### config.mk
export PLATFORM = sky130hd
export DESIGN_NAME = csr_ram_arbiter_flat
export DESIGN_NICKNAME = d
export VERILOG_FILES = /design/src/rtl/csr_ram_arbiter_pkg.sv /design/src/rtl/csr_ram_arbiter_if.sv /design/src/rtl/csr_ram_arbiter_rr_select.sv /design/src/rtl/csr_ram_arbiter.sv /design/src/flat_wrapper.sv
export SDC_FILE = /design/constraint.sdc
export NUM_CORES = 1
export LEC_CHECK = 0
export BUFFER_PORTS_ARGS = -buffer_cell sky130_fd_sc_hd__clkbuf_2
export CORE_AREA = 2 2 111 113
export CTS_CLUSTER_SIZE = 28
export DETAILED_ROUTE_END_ITERATION = 7
export DIE_AREA = 0 0 113 115
export GPL_ROUTABILITY_DRIVEN = 0
export PLACE_DENSITY = 0.6
export SLEW_MARGIN = 40
export SYNTH_ARGS = -nofsm -noshare
export SYNTH_HDL_FRONTEND = slang
export SYNTH_SLANG_ARGS = --single-unit
export TNS_END_PERCENT = 100
### constraint.sdc
create_clock -name clock -period 9.84 [get_ports clock]
set_input_delay 1.968 -clock clock [delete_from_list [all_inputs] [get_ports clock]]
set_output_delay 1.968 -clock clock [all_outputs]
set_load 0.01 [all_outputs]
### src/rtl/csr_ram_arbiter_pkg.sv
`default_nettype none
// ============================================================================
// Module      : csr_pkg
// Description : Shared CSR RAM widths and the request-beat record.
// Revision    : 1.0 - initial release
// ============================================================================
package csr_pkg;

    localparam int CSR_DATA_WIDTH    = 32;
    localparam int CSR_ADDRESS_WIDTH = 8;

    typedef struct packed {
        logic                         write_enable;
        logic [CSR_ADDRESS_WIDTH-1:0] address;
        logic [CSR_DATA_WIDTH-1:0]    write_data;
    } csr_req_t;

endpackage
`default_nettype wire

### src/rtl/csr_ram_arbiter_if.sv
`default_nettype none
// ============================================================================
// Module      : csr_ram_arbiter_if
// Description : Requester channels plus the shared CSR RAM port A signals.
// Revision    : 1.0 - initial release
// ============================================================================
interface csr_ram_arbiter_if #(
    parameter int N_REQ             = 4,
    parameter int CSR_DATA_WIDTH    = csr_pkg::CSR_DATA_WIDTH,
    parameter int CSR_ADDRESS_WIDTH = csr_pkg::CSR_ADDRESS_WIDTH
);
    logic [N_REQ-1:0]                   req_valid;
    logic [N_REQ-1:0]                   req_ready;
    logic [N_REQ-1:0]                   req_lock;
    logic [N_REQ-1:0]                   req_write_enable;
    logic [N_REQ*CSR_ADDRESS_WIDTH-1:0] req_address;
    logic [N_REQ*CSR_DATA_WIDTH-1:0]    req_write_data;
    logic [N_REQ-1:0]                   rsp_valid;
    logic [CSR_DATA_WIDTH-1:0]          rsp_read_data;
    logic                               CSR_RAM_valid;
    logic                               CSR_RAM_write_enable;
    logic [CSR_ADDRESS_WIDTH-1:0]       CSR_RAM_address;
    logic [CSR_DATA_WIDTH-1:0]          CSR_RAM_write_data;
    logic [CSR_DATA_WIDTH-1:0]          CSR_RAM_read_data;

    // Arbiter side
    modport slave (
        input  req_valid, req_lock, req_write_enable, req_address, req_write_data,
        input  CSR_RAM_read_data,
        output req_ready, rsp_valid, rsp_read_data,
        output CSR_RAM_valid, CSR_RAM_write_enable, CSR_RAM_address, CSR_RAM_write_data
    );

    // Requesters and RAM side
    modport master (
        output req_valid, req_lock, req_write_enable, req_address, req_write_data,
        output CSR_RAM_read_data,
        input  req_ready, rsp_valid, rsp_read_data,
        input  CSR_RAM_valid, CSR_RAM_write_enable, CSR_RAM_address, CSR_RAM_write_data
    );
endinterface
`default_nettype wire

### src/rtl/csr_ram_arbiter_rr_select.sv
`default_nettype none
// ============================================================================
// Module      : rr_select
// Description : Rotate-priority selector: first set request at or after ptr.
// Revision    : 1.0 - initial release
// ============================================================================
module rr_select #(
    parameter int N_REQ = 4,
    parameter int IDX_W = (N_REQ > 1) ? $clog2(N_REQ) : 1
) (
    input  wire  [N_REQ-1:0] i_request,
    input  wire  [IDX_W-1:0] i_ptr,
    output logic [N_REQ-1:0] o_grant,
    output logic [IDX_W-1:0] o_grant_idx,
    output logic             o_grant_any
);
    logic [IDX_W:0]   w_sum;
    logic [IDX_W-1:0] w_cand;

    // ptr < N_REQ and k < N_REQ, so one conditional subtract gives the modulo
    always_comb begin
        o_grant     = '0;
        o_grant_idx = '0;
        o_grant_any = 1'b0;
        w_sum       = '0;
        w_cand      = '0;
        for (int k = 0; k < N_REQ; k++) begin
            w_sum = {1'b0, i_ptr} + (IDX_W+1)'(k);
            if (w_sum >= (IDX_W+1)'(N_REQ)) begin
                w_sum = w_sum - (IDX_W+1)'(N_REQ);
            end
            w_cand = w_sum[IDX_W-1:0];
            if (!o_grant_any && i_request[w_cand]) begin
                o_grant_any     = 1'b1;
                o_grant[w_cand] = 1'b1;
                o_grant_idx     = w_cand;
            end
        end
    end
endmodule
`default_nettype wire

### src/rtl/csr_ram_arbiter.sv
`default_nettype none
// ============================================================================
// Module      : csr_ram_arbiter
// Description : Round-robin CSR RAM port arbiter with bounded lock and
//               fixed-latency read-response routing.
// Revision    : 1.0 - initial release
// ============================================================================
module csr_ram_arbiter #(
    parameter int N_REQ             = 4,
    parameter int CSR_DATA_WIDTH    = csr_pkg::CSR_DATA_WIDTH,
    parameter int CSR_ADDRESS_WIDTH = csr_pkg::CSR_ADDRESS_WIDTH,
    parameter int READ_LATENCY      = 1,
    parameter int LOCK_LIMIT        = 8
) (
    input wire               clock,
    input wire               reset_n,
    csr_ram_arbiter_if.slave bus
);
    import csr_pkg::*;

    localparam int                 c_IDX_W    = (N_REQ > 1) ? $clog2(N_REQ) : 1;
    localparam int                 c_CNT_W    = $clog2(LOCK_LIMIT + 1);
    localparam int                 c_TAIL     = READ_LATENCY - 1;
    localparam logic [c_IDX_W-1:0] c_LAST_IDX = c_IDX_W'(N_REQ - 1);
    localparam logic [c_CNT_W-1:0] c_LOCK_MAX = c_CNT_W'(LOCK_LIMIT - 1);

    logic [c_IDX_W-1:0]                    r_ptr;
    logic [c_IDX_W-1:0]                    r_owner;
    logic                                  r_owner_valid;
    logic [c_CNT_W-1:0]                    r_lock_cnt;
    logic [READ_LATENCY-1:0]               r_pipe_valid;
    logic [READ_LATENCY-1:0][c_IDX_W-1:0]  r_pipe_idx;

    logic                          w_owner_hit;
    logic                          w_owner_drop;
    logic [c_IDX_W-1:0]            w_search_ptr;
    logic [N_REQ-1:0]              w_rr_grant;
    logic [c_IDX_W-1:0]            w_rr_idx;
    logic                          w_rr_any;
    logic [N_REQ-1:0]              w_grant;
    logic [c_IDX_W-1:0]            w_grant_idx;
    logic                          w_grant_any;
    logic [c_CNT_W-1:0]            w_cnt_base;
    logic                          w_lock_next;
    csr_req_t                      w_sel;
    logic [N_REQ-1:0]              w_rsp_valid;
    logic [CSR_DATA_WIDTH-1:0]     w_rsp_data;
    logic [CSR_ADDRESS_WIDTH-1:0]  w_addr_arr [N_REQ];
    logic [CSR_DATA_WIDTH-1:0]     w_wdata_arr [N_REQ];

    function automatic logic [c_IDX_W-1:0] f_wrap_inc(input logic [c_IDX_W-1:0] idx);
        return (idx == c_LAST_IDX) ? '0 : idx + 1'b1;
    endfunction

    for (genvar gi = 0; gi < N_REQ; gi++) begin : g_unpack
        assign w_addr_arr[gi]  = bus.req_address[gi*CSR_ADDRESS_WIDTH +: CSR_ADDRESS_WIDTH];
        assign w_wdata_arr[gi] = bus.req_write_data[gi*CSR_DATA_WIDTH +: CSR_DATA_WIDTH];
    end

    // A released owner hands priority to its successor in the same cycle
    assign w_owner_hit  = r_owner_valid &&  bus.req_valid[r_owner];
    assign w_owner_drop = r_owner_valid && !bus.req_valid[r_owner];
    assign w_search_ptr = w_owner_drop ? f_wrap_inc(r_owner) : r_ptr;

    rr_select #(
        .N_REQ (N_REQ),
        .IDX_W (c_IDX_W)
    ) u_rr_select (
        .i_request   (bus.req_valid),
        .i_ptr       (w_search_ptr),
        .o_grant     (w_rr_grant),
        .o_grant_idx (w_rr_idx),
        .o_grant_any (w_rr_any)
    );

    // Grant is masked while reset is asserted so the RAM port idles at once
    always_comb begin
        w_grant     = '0;
        w_grant_idx = '0;
        w_grant_any = 1'b0;
        if (reset_n) begin
            if (w_owner_hit) begin
                w_grant[r_owner] = 1'b1;
                w_grant_idx      = r_owner;
                w_grant_any      = 1'b1;
            end else begin
                w_grant     = w_rr_grant;
                w_grant_idx = w_rr_idx;
                w_grant_any = w_rr_any;
            end
        end
    end

    always_comb begin
        w_sel = '0;
        if (w_grant_any) begin
            w_sel.write_enable = bus.req_write_enable[w_grant_idx];
            w_sel.address      = w_addr_arr[w_grant_idx];
            w_sel.write_data   = w_wdata_arr[w_grant_idx];
        end
    end

    assign bus.req_ready            = w_grant;
    assign bus.CSR_RAM_valid        = w_grant_any;
    assign bus.CSR_RAM_write_enable = w_sel.write_enable;
    assign bus.CSR_RAM_address      = w_sel.address;
    assign bus.CSR_RAM_write_data   = w_sel.write_data;

    assign w_cnt_base  = w_owner_hit ? r_lock_cnt : '0;
    assign w_lock_next = bus.req_lock[w_grant_idx] && (w_cnt_base < c_LOCK_MAX);

    always_ff @(posedge clock or negedge reset_n) begin
        if (!reset_n) begin
            r_ptr         <= '0;
            r_owner       <= '0;
            r_owner_valid <= 1'b0;
            r_lock_cnt    <= '0;
        end else if (w_grant_any) begin
            if (w_lock_next) begin
                r_owner_valid <= 1'b1;
                r_owner       <= w_grant_idx;
                r_lock_cnt    <= w_cnt_base + 1'b1;
                r_ptr         <= w_search_ptr;
            end else begin
                r_owner_valid <= 1'b0;
                r_owner       <= '0;
                r_lock_cnt    <= '0;
                r_ptr         <= f_wrap_inc(w_grant_idx);
            end
        end else if (w_owner_drop) begin
            r_owner_valid <= 1'b0;
            r_owner       <= '0;
            r_lock_cnt    <= '0;
            r_ptr         <= w_search_ptr;
        end
    end

    // Tags of accepted reads travel alongside the RAM read latency
    always_ff @(posedge clock or negedge reset_n) begin
        if (!reset_n) begin
            r_pipe_valid <= '0;
            r_pipe_idx   <= '0;
        end else begin
            r_pipe_valid[0] <= w_grant_any && !w_sel.write_enable;
            r_pipe_idx[0]   <= w_grant_idx;
            for (int s = 1; s < READ_LATENCY; s++) begin
                r_pipe_valid[s] <= r_pipe_valid[s-1];
                r_pipe_idx[s]   <= r_pipe_idx[s-1];
            end
        end
    end

    always_comb begin
        w_rsp_valid = '0;
        w_rsp_data  = '0;
        if (r_pipe_valid[c_TAIL]) begin
            w_rsp_valid[r_pipe_idx[c_TAIL]] = 1'b1;
            w_rsp_data                      = bus.CSR_RAM_read_data;
        end
    end

    assign bus.rsp_valid     = w_rsp_valid;
    assign bus.rsp_read_data = w_rsp_data;

endmodule
`default_nettype wire

### src/flat_wrapper.sv
// flat-port wrapper written by rule: the top's interface ports become plain ports
module csr_ram_arbiter_flat import csr_pkg::*;
#(
    parameter int N_REQ             = 4,
    parameter int CSR_DATA_WIDTH    = csr_pkg::CSR_DATA_WIDTH,
    parameter int CSR_ADDRESS_WIDTH = csr_pkg::CSR_ADDRESS_WIDTH,
    parameter int READ_LATENCY      = 1,
    parameter int LOCK_LIMIT        = 8
)
  (clock, reset_n, bus_req_valid, bus_req_lock, bus_req_write_enable, bus_req_address, bus_req_write_data, bus_CSR_RAM_read_data, bus_req_ready, bus_rsp_valid, bus_rsp_read_data, bus_CSR_RAM_valid, bus_CSR_RAM_write_enable, bus_CSR_RAM_address, bus_CSR_RAM_write_data);
  csr_ram_arbiter_if #(.N_REQ(N_REQ), .CSR_DATA_WIDTH(CSR_DATA_WIDTH), .CSR_ADDRESS_WIDTH(CSR_ADDRESS_WIDTH)) bus_i ();
  input wire clock;
  input wire reset_n;
  input wire logic [$bits(bus_i.req_valid)-1:0] bus_req_valid;
  input wire logic [$bits(bus_i.req_lock)-1:0] bus_req_lock;
  input wire logic [$bits(bus_i.req_write_enable)-1:0] bus_req_write_enable;
  input wire logic [$bits(bus_i.req_address)-1:0] bus_req_address;
  input wire logic [$bits(bus_i.req_write_data)-1:0] bus_req_write_data;
  input wire logic [$bits(bus_i.CSR_RAM_read_data)-1:0] bus_CSR_RAM_read_data;
  output wire logic [$bits(bus_i.req_ready)-1:0] bus_req_ready;
  output wire logic [$bits(bus_i.rsp_valid)-1:0] bus_rsp_valid;
  output wire logic [$bits(bus_i.rsp_read_data)-1:0] bus_rsp_read_data;
  output wire logic [$bits(bus_i.CSR_RAM_valid)-1:0] bus_CSR_RAM_valid;
  output wire logic [$bits(bus_i.CSR_RAM_write_enable)-1:0] bus_CSR_RAM_write_enable;
  output wire logic [$bits(bus_i.CSR_RAM_address)-1:0] bus_CSR_RAM_address;
  output wire logic [$bits(bus_i.CSR_RAM_write_data)-1:0] bus_CSR_RAM_write_data;
  assign bus_i.req_valid = bus_req_valid;
  assign bus_i.req_lock = bus_req_lock;
  assign bus_i.req_write_enable = bus_req_write_enable;
  assign bus_i.req_address = bus_req_address;
  assign bus_i.req_write_data = bus_req_write_data;
  assign bus_i.CSR_RAM_read_data = bus_CSR_RAM_read_data;
  assign bus_req_ready = bus_i.req_ready;
  assign bus_rsp_valid = bus_i.rsp_valid;
  assign bus_rsp_read_data = bus_i.rsp_read_data;
  assign bus_CSR_RAM_valid = bus_i.CSR_RAM_valid;
  assign bus_CSR_RAM_write_enable = bus_i.CSR_RAM_write_enable;
  assign bus_CSR_RAM_address = bus_i.CSR_RAM_address;
  assign bus_CSR_RAM_write_data = bus_i.CSR_RAM_write_data;
  csr_ram_arbiter #(.N_REQ(N_REQ), .CSR_DATA_WIDTH(CSR_DATA_WIDTH), .CSR_ADDRESS_WIDTH(CSR_ADDRESS_WIDTH), .READ_LATENCY(READ_LATENCY), .LOCK_LIMIT(LOCK_LIMIT)) u_core (.clock(clock), .reset_n(reset_n), .bus(bus_i));
endmodule
==> metrics.cfg, run 1 <==
[setup_path]
critical_path.max_fanout=22
critPathKind=in -> out
timing.critical_path.arrival_ns=6.62
worst_setup_path_start_kind=input pin
timing.critical_path.required_ns=7.87
worstSetupEndpointType=output port

[clock_tree]
cts-root-buf=clkbuf_16
number_of_buffers_created_by_cts=3
numClockSinks=12
insertion_delay_ns=0.24
cts_hold_buffers=0
cts_post_setup_buffers_inserted=0
cts-resized-gates=0
cts-htree-levels=1
clock_path_buffers=2
clock_slew_seen_by_the_registers_of_the_worst_setup_and_hold_paths_ns=0.04
cts_tree=done

[layout]
synthToLayoutAreaGrowth_pct=61.0
antenna_cells=0
most_frequent_cells_in_the_layout=clkbuf_2 (287), mux2i_1 (89), o22ai_1 (43)
layout.nets=816
postLayoutCellArea_sq_um=4290
filler_cell_count=1231
fraction_of_layout_cells_with_a_size_suffix_above_1_pct=50.6
layout_commonest_cell=clkbuf_2
fin_cells=748

[drt]
num_vias=3676
first_iter_violations=177
drt_drc_violations_left=6
routed_wirelength_mm=11.5
drt_pre_antenna_iters=8
drt.antenna.violating_nets=0
routed_via_density=4.91
routedWlPerCell_um=15.4

[floorplan]
die_height_um=115
fp.dieW_um=113
rows=40
initial_utilization_pct=22.5
die_area_sq_um=13000
ios=288
fp.coreArea_sq_um=11800

[synth]
xor_xnor_share_of_the_synthesized_area_pct=0.329
dominantRegCellSynth=dfrtp_1
synth-seq-cells=12
ys.warnings.count=0
synth_compound_gate_area_share_pct=26.8
synth_edf_count=0
synth-seq-area-share_pct=11.3
syn-num-nets=550
synth.distinct_cells=52
synthesis.instances=337
synth-adder-area-share_pct=3.29
synth_simple_gate_area_share_pct=16.9
avgSynthCellArea_sq_um=7.90
fraction_of_synthesis_flops_using_an_asynchronous_set_or_reset_pin_pct=100
netlist_area_sq_um=2660
dominant_combinational_cell_family_by_area_after_synthesis=multiplexers
synthMuxAreaShare_pct=35.2

[placed_design]
place.detailed.hpwl_mm=9.68
detailed_place.area_sq_um=4210
io_buffers=287
dp_cells=745
preCtsSetupSlack_ns=1.26

[grt]
globalRouteOverflowTotal=0
groute.usage.overall_pct=16.2
antenna_found_initial=0
grt_pass1_vias=3432
grt_max_degree=87
grt_pass1_wl_mm=17.4

[sta]
setup_violations=0
rsz0062_at_grt=no
maxClockFrequency_mhz=116
final-max-slew-violation-count=0
fin_crit_ns=8.59
post-route-period-util_pct=87.3
timing.clock.skew_ns=0.000931
fin_ws_ns=1.25
maxSlewHeadroom_pct=50.5
worst_slew_pin_slew_ns=0.741
hold_viol_final=0
setup-tns-final_ns=0

[pwr]
power_leakage_nw=2.26
p_per_area_nw_per_um2=286
vdd_drop_max_mv=0.169

[worst_hold_path]
holdCritPathClass=reg -> reg

[run]
maxCapViolations=0

[outcome]
violations_in_the_final_reports=DRC
status=finished, violations left

## worst max-delay path, cell delays in order
cell and delay (ns):
clkbuf_2 0.19, mux4_2 0.56, o21ai_1 0.13, a21boi_2 0.43
inv_2 0.21, ha_1 0.45, mux2i_1 0.45, nand2_1 0.09
nor3_1 0.31, nor2_1 0.11, o31a_1 0.43, nand2_1 0.61
buf_4 0.36, o22ai_1 0.13, clkbuf_2 0.16
## final timing paths
kind                                                  startpoint                               end  slack, ns  cells after the start
worst max-delay path                            bus_req_valid[3]        bus_CSR_RAM_write_data[21]       1.25                     15
worst min-delay path            u_core.r_lock_cnt[0]$_DFFE_PN0P_  u_core.r_lock_cnt[0]$_DFFE_PN0P_       0.49                      1
worst max register to register     u_core.r_owner[1]$_DFFE_PN0P_       u_core.r_ptr[0]$_DFFE_PN0P_       4.73                     14
worst min register to register  u_core.r_lock_cnt[0]$_DFFE_PN0P_  u_core.r_lock_cnt[0]$_DFFE_PN0P_       0.49                      1
max in group asynchronous                                reset_n     u_core.r_pipe_valid$_DFF_PN0_       7.84                      1
min in group asynchronous                                reset_n       u_core.r_ptr[0]$_DFFE_PN0P_       1.68                      1
## synth_stat cells, drive strengths merged, types with 2 or more instances
master	number	share of area [%]
nand2b	3	0.70
nand2	15	2.1
o21ai	12	2.3
a22o	4	1.3
nor2b	2	0.47
mux2	2	0.85
inv	10	1.4
a21oi	12	2.3
nor2	14	2.0
o22ai	44	11
mux2i	89	33
nor3	2	0.38
nand3	2	0.38
a32o	2	0.75
dfrtp	12	11
a31oi	4	0.94
buf	12	2.3
and2	34	8.0
a2bb2oi	2	0.66
clkbuf	18	2.5
a21o	2	0.56
and3	4	0.94
o211ai	4	1.1
ha	7	3.3
## metal layers
layer  GRT usage (%)  routed length [um]  part of all wire (%)
met4            1.54                  59                  0.51
met2            28.6                5850                    51
met3            2.85                 853                   7.4
met1            21.7                4780                    41
met5               0                   0                     0
## metrics by stage
stage               hold slack [ns]  total power [mW]  utilization (%)
CTS                           0.490              1.23             36.3
floorplan                     0.466             0.830                -
global route                  0.516              1.33             36.3
detailed placement            0.481              1.15             35.7
global placement              0.490              1.14             35.7
finish                        0.487              1.23             36.3
## sequential cells by signal (all words and copies together) (netlist names)
| name | flops |
|---|---|
| u_core.r_owner_valid | 1 |
| u_core.r_ptr | 2 |
| u_core.r_pipe_valid | 1 |
| u_core.r_owner | 2 |
| u_core.r_lock_cnt | 4 |
| u_core.r_pipe_idx | 2 |
## power breakdown
group	leakage (nW)	total, mW	internal [mW]	switching (mW)
sequential	0.155	0.0944	0.0660	0.0285
clock	0.0370	0.0731	0.0528	0.0202
combinational	2.07	1.06	0.461	0.597
## cell type report
cell class                      instances  area [sq um]  area share (%)
Inverter                               10          37.5           0.875
Timing Repair Buffer                  291          1480            34.5
Tap cell                              147           184            4.29
Sequential cell                        12           300            7.00
Multi-Input combinational cell        285          2210            51.6
Clock buffer                            3          75.1            1.75
## cells by family after synthesis
kind of cell    count (synthesis)
xor+xnor                        1
buf+inv                        40
fa+ha+maj                       7
flops                          12
compound gates                102
mux                            92
simple gates                   83
No activity file was read; power rests on OpenSTA's default activity.
==> run 2, diff against run 1 <==
--- a/config.mk
+++ b/config.mk
@@ -5,13 +5,18 @@
 export SDC_FILE = /design/constraint.sdc
 export NUM_CORES = 1
 export LEC_CHECK = 0
+export ABC_CLOCK_PERIOD_IN_PS = 9840
 export BUFFER_PORTS_ARGS = -buffer_cell sky130_fd_sc_hd__clkbuf_2
-export CORE_AREA = 2 2 111 113
+export CELL_PAD_IN_SITES_DETAIL_PLACEMENT = 1
+export CELL_PAD_IN_SITES_GLOBAL_PLACEMENT = 2
+export CORE_ASPECT_RATIO = 0.7
+export CORE_MARGIN = 2
+export CORE_UTILIZATION = 17
 export CTS_CLUSTER_SIZE = 28
 export DETAILED_ROUTE_END_ITERATION = 7
-export DIE_AREA = 0 0 113 115
 export GPL_ROUTABILITY_DRIVEN = 0
-export PLACE_DENSITY = 0.6
+export MAX_ROUTING_LAYER = met4
+export PLACE_DENSITY = 0.88
 export SLEW_MARGIN = 40
 export SYNTH_ARGS = -nofsm -noshare
 export SYNTH_HDL_FRONTEND = slang
==> metrics.cfg, run 2 (synthesis gave the netlist of run 1 again) <==
[sta]
final-max-slew-violation-count=0
fin_hold_ws_ns=0.518
timing.clock.skew_ns=0.0109
post-route-period-util_pct=87.9
hold_viol_final=0
maxSlewHeadroom_pct=52.5
maxClockFrequency_mhz=116
rsz0062_at_grt=no
worst_slew_pin_slew_ns=0.711
setup_violations=0
setup-tns-final_ns=0
fin_crit_ns=8.65

[floorplan]
rows=38
die_area_sq_um=16700
fp.dieW_um=154
ios=288
fp.coreArea_sq_um=15400
initial_utilization_pct=17.3
die_height_um=109

[drt]
route.met2.wl_mm=6.53
drt_drc_violations_left=0
wl_met1_mm=6.09
num_vias=3675
drt_pre_antenna_iters=4
met3_length_um=909
routed_via_density=4.58
routed_wirelength_mm=13.6
first_iter_violations=210
drt.antenna.violating_nets=0
routedWlPerCell_um=17.0
routed.top_layer=met4

[layout]
flip_flop_count_of_the_largest_register_after_layout=4
finalCoreUtilization_pct=28.5
fraction_of_layout_cells_with_a_size_suffix_above_1_pct=50.9
max_flop_register=u_core.r_lock_cnt
synthToLayoutAreaGrowth_pct=64.8
area.sequential_sq_um=302
multi_input_area_sq_um=2210
most_frequent_cells_in_the_layout=clkbuf_2 (287), mux2i_1 (89), o22ai_1 (43)
layout_commonest_cell=clkbuf_2
antenna_cells=0
filler_cell_count=1985
layout.nets=817

[setup_path]
critPathTopFamily=multiplexers
worstSetupEndpointType=output port
crit_path_cell_trace=clkbuf_2, mux4_2, o21ai_1, a21boi_2, inv_2, ha_1, mux2i_1, nand2_1, nor3_1, o22ai_1, a31oi_4, buf_12, mux2i_1, o22ai_1, clkbuf_2
timing.critical_path.arrival_ns=6.68
library_cell_contributing_the_largest_single_delay_on_the_critical_path=mux4_2
worst-path-buf-inv=4
critPathKind=in -> out
worst_setup_path_start_kind=input pin
critical_path.max_fanout=53
timing.critical_path.required_ns=7.87
worst_path_largest_cell_delay_ns=0.55
setup.reg_to_reg.worst_slack_ns=4.60

[outcome]
status=finished, final reports clean

[clock_tree]
clock_path_buffers=2
cts-resized-gates=0
cts_post_setup_buffers_inserted=0
number_of_buffers_created_by_cts=3
cts-root-buf=clkbuf_16
insertion_delay_ns=0.25
clock_slew_seen_by_the_registers_of_the_worst_setup_and_hold_paths_ns=0.05
cts_tree=done
cts_hold_buffers=0
cts-htree-levels=1
numClockSinks=12

[placed_design]
place.detailed.hpwl_mm=11.4
io_buffers=287

[pwr]
power_leakage_nw=2.28
totalPowerFinal_mw=1.28
vdd_drop_max_mv=0.128
p_per_area_nw_per_um2=292

[worst_hold_path]
holdCritPathClass=reg -> reg

[run]
maxCapViolations=0

[grt]
grt_pass1_vias=3447
grt_pass1_wl_mm=19.4
groute.usage.overall_pct=14.9
globalRouteOverflowTotal=0
antenna_found_initial=0
grt_max_degree=54

## run 2: cell type report
class / instances / area share (%)
multi-input cells: 285 / 50.4
repair buffers: 292 / 34.2
flip-flops and latches: 12 / 6.87
well taps: 200 / 5.70
clock buffers: 4 / 2.02
inverters: 10 / 0.855
## run 2: per-stage QoR
stage | cell area, sq um | worst slack, ns | instances
3_3_place_gp | 4300 | 1.29 | 799
3_5_place_dp | 4300 | 1.16 | 799
4_1_cts | 4390 | 1.17 | 803
5_1_grt | 4390 | 0.834 | 803
2_1_floorplan | 2660 | 2.19 | 337
6_report | 4390 | 1.19 | 803
## run 2: where the power goes
part	internal [mW]	total, mW	leakage (nW)	switching, mW
clock network	0.0615	0.0848	0.0442	0.0233
logic	0.468	1.10	2.08	0.634
registers	0.0663	0.0972	0.154	0.0310
## run 2: per-layer routing
metal,track usage (%),vias up
li1,-,1811
met1,21.0,1698
met2,23.5,160
met3,2.19,6
met4,1.57,0
met5,-,-
## run 2: worst paths after layout
kind | endpoint | depth (start not counted) | from
worst max-delay path | bus_CSR_RAM_write_data[1] | 15 | bus_req_valid[3]
worst min-delay path | u_core.r_lock_cnt[0]$_DFFE_PN0P_ | 1 | u_core.r_lock_cnt[0]$_DFFE_PN0P_
worst max register to register | u_core.r_owner_valid$_DFFE_PN0P_ | 14 | u_core.r_owner[1]$_DFFE_PN0P_
worst min register to register | u_core.r_lock_cnt[0]$_DFFE_PN0P_ | 1 | u_core.r_lock_cnt[0]$_DFFE_PN0P_
max in group asynchronous | u_core.r_pipe_valid$_DFF_PN0_ | 1 | reset_n
min in group asynchronous | u_core.r_ptr[1]$_DFFE_PN0P_ | 1 | reset_n
